File: src/rtl/instruction_fetch_loadable_if.sv
// Bus between the debug/hazard side and the loadable instruction-fetch stage.
// master: drives redirect, stall and load-port requests, observes fetch state.
// slave : the fetch stage itself.
interface instruction_fetch_loadable_if #(
  parameter int unsigned SIZE  = 32,
  parameter int unsigned DEPTH = 64
);
  localparam int unsigned ADDR_W = $clog2(DEPTH);

  logic              i_stall;
  logic              i_jump;
  logic [SIZE-1:0]   i_jump_addr;
  logic              i_load_start;
  logic              i_load_valid;
  logic [SIZE-1:0]   i_load_data;
  logic              i_load_done;
  logic [SIZE-1:0]   o_instruction;
  logic [SIZE-1:0]   o_pc;
  logic [SIZE-1:0]   o_pc_plus1;
  logic [1:0]        o_state;
  logic [ADDR_W:0]   o_load_count;
  logic              o_load_full;
  logic              o_halted;

  modport master (
    output i_stall, i_jump, i_jump_addr,
    output i_load_start, i_load_valid, i_load_data, i_load_done,
    input  o_instruction, o_pc, o_pc_plus1, o_state,
    input  o_load_count, o_load_full, o_halted
  );

  modport slave (
    input  i_stall, i_jump, i_jump_addr,
    input  i_load_start, i_load_valid, i_load_data, i_load_done,
    output o_instruction, o_pc, o_pc_plus1, o_state,
    output o_load_count, o_load_full, o_halted
  );
endinterface

File: src/rtl/instruction_fetch_loadable.sv
// Instruction-fetch stage with a runtime-loadable instruction memory.
// The debug unit streams a program in through the load port (LOAD), then the
// stage fetches sequentially (RUN) honouring stall and jump redirects.
// Optional feature macro IF_HALT_DETECT_EN: when defined, fetching HALT_WORD
// parks the stage in HALTED; when undefined HALT_WORD is an ordinary word.
// Memory contents are never cleared; power-up contents rely on the target's
// zero-initialised storage (all NOPs).
module instruction_fetch_loadable #(
  parameter int unsigned     SIZE      = 32,
  parameter int unsigned     DEPTH     = 64,
  parameter logic [SIZE-1:0] HALT_WORD = 32'hFFFF_FFFF
) (
  input logic                   clk,
  input logic                   rst,
  instruction_fetch_loadable_if.slave bus
);
  localparam int unsigned ADDR_W = $clog2(DEPTH);
  localparam logic [SIZE-1:0] DEPTH_PC  = SIZE'(DEPTH);
  localparam logic [ADDR_W:0] DEPTH_CNT = (ADDR_W+1)'(DEPTH);

  typedef enum logic [1:0] {
    ST_RUN    = 2'b00,
    ST_LOAD   = 2'b01,
    ST_HALTED = 2'b10
  } state_e;

  state_e          state_q, state_d;
  logic [SIZE-1:0] pc_q, pc_d;
  logic [ADDR_W:0] cnt_q, cnt_d;
  logic            we;
  logic [SIZE-1:0] rd_word;
  logic [SIZE-1:0] pc_plus1;
  logic            halt_hit;

  logic [SIZE-1:0] mem_q [DEPTH];

  // Any next PC at or beyond the memory depth folds back to word 0.
  function automatic logic [SIZE-1:0] wrap_pc(input logic [SIZE-1:0] p);
    return (p >= DEPTH_PC) ? '0 : p;
  endfunction

  assign rd_word  = mem_q[pc_q[ADDR_W-1:0]];
  assign pc_plus1 = pc_q + SIZE'(1);

`ifdef IF_HALT_DETECT_EN
  assign halt_hit = (rd_word == HALT_WORD);
`else
  logic unused_halt_word;
  assign unused_halt_word = ^HALT_WORD;
  assign halt_hit = 1'b0;
`endif

  // Next-state, next-PC and load-pointer selection.
  always_comb begin
    state_d = state_q;
    pc_d    = pc_q;
    cnt_d   = cnt_q;
    we      = 1'b0;
    case (state_q)
      ST_RUN: begin
        if (bus.i_load_start) begin
          state_d = ST_LOAD;
          pc_d    = '0;
          cnt_d   = '0;
        end else if (bus.i_stall) begin
          pc_d = pc_q;
        end else if (bus.i_jump) begin
          pc_d = wrap_pc(bus.i_jump_addr);
        end else if (halt_hit) begin
          state_d = ST_HALTED;
        end else begin
          pc_d = wrap_pc(pc_plus1);
        end
      end
      ST_LOAD: begin
        pc_d = '0;
        if (bus.i_load_start) begin
          cnt_d = '0;
        end else begin
          // A write and a done in the same cycle both take effect.
          if (bus.i_load_valid && (cnt_q != DEPTH_CNT)) begin
            we    = 1'b1;
            cnt_d = cnt_q + (ADDR_W+1)'(1);
          end
          if (bus.i_load_done) begin
            state_d = ST_RUN;
          end
        end
      end
      ST_HALTED: begin
        if (bus.i_load_start) begin
          state_d = ST_LOAD;
          pc_d    = '0;
          cnt_d   = '0;
        end
      end
      default: begin
        state_d = ST_RUN;
        pc_d    = '0;
      end
    endcase
  end

  // State, PC and load-pointer registers with synchronous reset.
  always_ff @(posedge clk) begin
    if (rst) begin
      state_q <= ST_RUN;
      pc_q    <= '0;
      cnt_q   <= '0;
    end else begin
      state_q <= state_d;
      pc_q    <= pc_d;
      cnt_q   <= cnt_d;
    end
  end

  // Instruction memory write port; contents survive reset.
  always_ff @(posedge clk) begin
    if (we && !rst) begin
      mem_q[cnt_q[ADDR_W-1:0]] <= bus.i_load_data;
    end
  end

  assign bus.o_instruction = (state_q == ST_RUN) ? rd_word : '0;
  assign bus.o_pc          = pc_q;
  assign bus.o_pc_plus1    = pc_plus1;
  assign bus.o_state       = state_q;
  assign bus.o_load_count  = cnt_q;
  assign bus.o_load_full   = (cnt_q == DEPTH_CNT);
`ifdef IF_HALT_DETECT_EN
  assign bus.o_halted      = (state_q == ST_HALTED);
`else
  assign bus.o_halted      = 1'b0;
`endif
endmodule

File: src/flat_wrapper.sv
// flat-port wrapper written by rule: the top's interface ports become plain ports
module instruction_fetch_loadable_flat 
#(
  parameter int unsigned     SIZE      = 32,
  parameter int unsigned     DEPTH     = 64,
  parameter logic [SIZE-1:0] HALT_WORD = 32'hFFFF_FFFF
)
  (clk, rst, bus_i_stall, bus_i_jump, bus_i_jump_addr, bus_i_load_start, bus_i_load_valid, bus_i_load_data, bus_i_load_done, bus_o_instruction, bus_o_pc, bus_o_pc_plus1, bus_o_state, bus_o_load_count, bus_o_load_full, bus_o_halted);
  instruction_fetch_loadable_if #(.SIZE(SIZE), .DEPTH(DEPTH)) bus_i ();
  input logic clk;
  input logic rst;
  input wire logic [$bits(bus_i.i_stall)-1:0] bus_i_stall;
  input wire logic [$bits(bus_i.i_jump)-1:0] bus_i_jump;
  input wire logic [$bits(bus_i.i_jump_addr)-1:0] bus_i_jump_addr;
  input wire logic [$bits(bus_i.i_load_start)-1:0] bus_i_load_start;
  input wire logic [$bits(bus_i.i_load_valid)-1:0] bus_i_load_valid;
  input wire logic [$bits(bus_i.i_load_data)-1:0] bus_i_load_data;
  input wire logic [$bits(bus_i.i_load_done)-1:0] bus_i_load_done;
  output wire logic [$bits(bus_i.o_instruction)-1:0] bus_o_instruction;
  output wire logic [$bits(bus_i.o_pc)-1:0] bus_o_pc;
  output wire logic [$bits(bus_i.o_pc_plus1)-1:0] bus_o_pc_plus1;
  output wire logic [$bits(bus_i.o_state)-1:0] bus_o_state;
  output wire logic [$bits(bus_i.o_load_count)-1:0] bus_o_load_count;
  output wire logic [$bits(bus_i.o_load_full)-1:0] bus_o_load_full;
  output wire logic [$bits(bus_i.o_halted)-1:0] bus_o_halted;
  assign bus_i.i_stall = bus_i_stall;
  assign bus_i.i_jump = bus_i_jump;
  assign bus_i.i_jump_addr = bus_i_jump_addr;
  assign bus_i.i_load_start = bus_i_load_start;
  assign bus_i.i_load_valid = bus_i_load_valid;
  assign bus_i.i_load_data = bus_i_load_data;
  assign bus_i.i_load_done = bus_i_load_done;
  assign bus_o_instruction = bus_i.o_instruction;
  assign bus_o_pc = bus_i.o_pc;
  assign bus_o_pc_plus1 = bus_i.o_pc_plus1;
  assign bus_o_state = bus_i.o_state;
  assign bus_o_load_count = bus_i.o_load_count;
  assign bus_o_load_full = bus_i.o_load_full;
  assign bus_o_halted = bus_i.o_halted;
  instruction_fetch_loadable #(.SIZE(SIZE), .DEPTH(DEPTH), .HALT_WORD(HALT_WORD)) u_core (.clk(clk), .rst(rst), .bus(bus_i));
endmodule
File: config.mk
export PLATFORM = sky130hd
export DESIGN_NAME = instruction_fetch_loadable_flat
export DESIGN_NICKNAME = d
export VERILOG_FILES = /design/src/rtl/instruction_fetch_loadable_if.sv /design/src/rtl/instruction_fetch_loadable.sv /design/src/flat_wrapper.sv
export SDC_FILE = /design/constraint.sdc
export NUM_CORES = 2
export LEC_CHECK = 0
export ABC_AREA = 1
export CAP_MARGIN = 20
export CORE_ASPECT_RATIO = 1.25
export CORE_UTILIZATION = 49
export CTS_BUF_LIST = sky130_fd_sc_hd__clkbuf_2 sky130_fd_sc_hd__clkbuf_4 sky130_fd_sc_hd__clkbuf_8
export DETAILED_ROUTE_END_ITERATION = 6
export PLACE_DENSITY = 0.65
export SLEW_MARGIN = 25
export SYNTH_ARGS = -nofsm -noshare
export SYNTH_HDL_FRONTEND = slang
export SYNTH_SLANG_ARGS = --single-unit
File: constraint.sdc
create_clock -name clk -period 7.4 [get_ports clk]
set_input_delay 1.85 -clock clk [delete_from_list [all_inputs] [get_ports clk]]
set_output_delay 1.85 -clock clk [all_outputs]
set_load 0.02 [all_outputs]
==> run metrics <==
status finished, final reports clean; ys async rst share 0%; Synth Register Bits 2094; Cells after Synth around 6400; Area Overhead vs Synth 13.3%; area leader, netlist edfxtp_1; clock share of power roughly 40%; RSZ-0062 raised after global routing no; Pleak 0.0306 uW; port bufs approximately 180; CTS Sinks 2094; main area contributors after synthesis edfxtp_1 (74%), o21ai_0 (7.0%), nor2_1 (5.7%); Setup Viol. Count Final 0; worst r2r src u_core.bus.o_load_count[0]$_SDFFE_PP0P_; CTS clk-pin slew, worst paths 60 ps; hold_buf cts 0; grt total ovfl 0; Comb pwr share 3.8%; Yosys cell types 47; R2R depth 12; Mapped Area ~83000 sq um; Worst Path Arrival 5330 ps; share of post-route cells with drive strength above 1 a little under an eighth; vias per std cell ~6.2; Max Fclk 0.139 GHz; cell family with most CP delay buffers and inverters; Num CTS Buffers about 330; drt drc 0; H-tree level count 5; Detail Placement HPWL roughly 140000 um; startpoint class of the critical path register; total die area approximately 170000 sq um; Commonest cells post-synth edfxtp_1 (2048), nor2_1 (1261), o21ai_0 (1153); worst hold path class reg2reg; WHS Endpoint u_core.bus.o_pc[31]$_SDFFE_PP0N_; CTS root buf clkbuf_8; IO Pins roughly 180; sequential share of power 56.3%; final worst-path cycle share 97.0%; starting density of the core 49.4%; gr usage total ~28%; Die Ht 462 um; Reg area 62400 sq um; Critical Path Slowest Stage Cell dfxtp_4; Worst-Margin Slew 1290 ps; Final Wtd Congestion slightly below 0.9; post-route setup slack approximately 220 ps; clk_skew 49.2 ps; Hold Path Depth 2; Max-Cap Viols 0; Buf/Inv on CP 3; post-CTS sizing 0; Int Pwr 18100 uW; Post-Syn Area per Cell roughly 13 sq um; top_reg_cell synth edfxtp_1; vias in the first global route between 50000 and 60000; hold path start u_core.bus.o_pc[31]$_SDFFE_PP0N_; setup_tns 0 ps; pwr dens 246 nW/um^2; Min Clock Period, post-route 7180 ps; r2r setup slk just under 3000 ps; post-route ant nets 0; Max VDD drop 0.123 mV; drt first pass iters 6; clock buffer depth 4; initial antenna violation count 6; Yosys top cell area share 74.1%; Fill cells 13400; DRT Wirelength ~240000 um; critical path's largest stage delay around 760 ps; CORE AREA between 150000 and 200000 sq um; pre-CTS setup slack around 1300 ps; Worst EP required between 5000 and 6000 ps; Worst-Skew Late Latency around 1100 ps; P_sw approximately 5000 uW; CTS tree done; global-route wire length before repair 350000 um; Final nets ~6800; synth warn 0; fin. max-slew vios 0; largest fanout on the critical path between 50 and 60; switching power share of the total 21.7%; EDFF count, synth 2048; critical setup path kind reg2out; top-count cell post-synth edfxtp_1; die width around 370 um; routed len/inst 26.6 um; final hold viol count 0; Rows between 150 and 200; via count 56100; initial DRC count between 7000 and 8000; Slew HR 14.3%; RR Endpoint u_core.mem_q[37][15]$_DFFE_PP_; post-CTS setup buffers 0; Seq/Total Area, Yosys 75.2%; CP cell instances buf_4 > buf_4 > o21ai_0 > o22ai_1 > o21ai_0 > o22ai_1 > nand2_1 > a31oi_1 > clkdlybuf4s50_1; Setup crit end kind output pin; largest net degree at the start of global routing slightly below 200; Multi-input gate area roughly 19000 sq um
==> tightest hold or removal path, stage by stage, from the launching register on <==
cell	delay, ps
dfxtp_1	320
inv_1	80
nor3_1	50
==> power groups by stage <==
stage / clock, uW / sequential (uW) / combinational, uW
6_report: 9220 / 13000 / 880
5_1_grt: 9790 / 13000 / 935
4_1_cts: 9320 / 13000 / 870
3_5_place_dp: 0 / 13300 / 868
3_3_place_gp: 0 / 13300 / 855
2_1_floorplan: 0 / 13300 / 387
==> state kept, by name (all words and copies together), names as in the netlist, named ones only <==
register / cells
u_core.bus.o_load_count: 7
u_core.bus.o_pc: 32
u_core.bus.o_state: 1
u_core.mem_q: 2048
==> per-layer routing <==
layer	GRT usage, %	vias to the layer above	share of wire, %
li1	-	24500	-
met1	37.0	28000	39
met2	45.9	3108	48
met3	4.82	491	9.5
met4	10.6	2	3.5
met5	0	-	0.0054
==> logic make-up (layout without fill, tap and decap cells) <==
| group | after synthesis | after routing | synth area share (%) |
|---|---|---|---|
| AO/OA/AOI/OAI | 1832 | 1832 | 12.4 |
| XOR/XNOR | 7 | 7 | 0.0739 |
| adder cells (fa/ha/maj) | 3 | 3 | 0.0452 |
| buffers and inverters | 529 | 993 | 2.80 |
| flip-flops | 2094 | 2094 | 75.2 |
| other | 1 | 4 | 0.00452 |
| AND/OR/NAND/NOR | 1968 | 1968 | 9.53 |
==> cells in the final DEF (no fill, tap or decap), types with 7 or more instances in the layout <==
master | netlist | routed
edfxtp_1 | 2048 | 2048
nor2_1 | 1261 | 1198
o21ai_0 | 1153 | 1153
o22ai_1 | 465 | 465
nand2_1 | 419 | 419
clkbuf_8 | 0 | 338
nand3_1 | 203 | 203
buf_4 | 22 | 152
clkdlybuf4s50_1 | 0 | 143
o221ai_1 | 93 | 93
clkbuf_4 | 0 | 91
clkinv_1 | 5 | 73
nor2_4 | 7 | 70
inv_1 | 64 | 64
dfxtp_1 | 46 | 40
clkinv_2 | 0 | 34
buf_12 | 0 | 34
o21ai_1 | 33 | 33
buf_2 | 146 | 32
a21oi_1 | 31 | 31
nor3_1 | 28 | 27
o211ai_1 | 18 | 18
a31oi_1 | 15 | 15
buf_16 | 0 | 13
nand4_1 | 12 | 12
nand2_2 | 7 | 7
nor2_2 | 7 | 7
nand4_2 | 7 | 7
==> per-stage QoR <==
stage	cells	hold slack, ps	area [sq um]	utilization [%]	power [uW]
finish	9111	499	94000	56.0	23100
global route	9110	520	94000	56.0	23700
CTS	9108	494	94000	56.0	23200
detailed placement	8563	484	88000	52.4	14100
global placement	8541	467	87500	52.1	14100
floorplan	6435	549	83000	-	13700
==> cell type report <==
cell class | count | share of cell area (%)
Clock inverter | 116 | 0.697
Inverter | 73 | 0.331
Timing Repair Buffer | 375 | 4.03
Clock buffer | 429 | 5.67
Antenna cell | 2 | 0.00532
Sequential cell | 2094 | 66.4
Multi-Input combinational cell | 3812 | 19.9
Tap cell | 2210 | 2.94
==> worst max path at each step <==
stage	startpoint	endpoint	slack, ps	cells past startpoint
after CTS	register	bus_o_instruction[5]	200	9
final	register	bus_o_instruction[5]	220	9
after global placement	register	bus_o_instruction[5]	1420	9
after floorplan	bus_i_load_valid	u_core.mem_q[63][0]$_DFFE_PP_	2320	6
after detailed placement	register	bus_o_instruction[5]	1300	9
after global routing	register	bus_o_instruction[5]	60	9
Power figures use the tool's default switching activity.
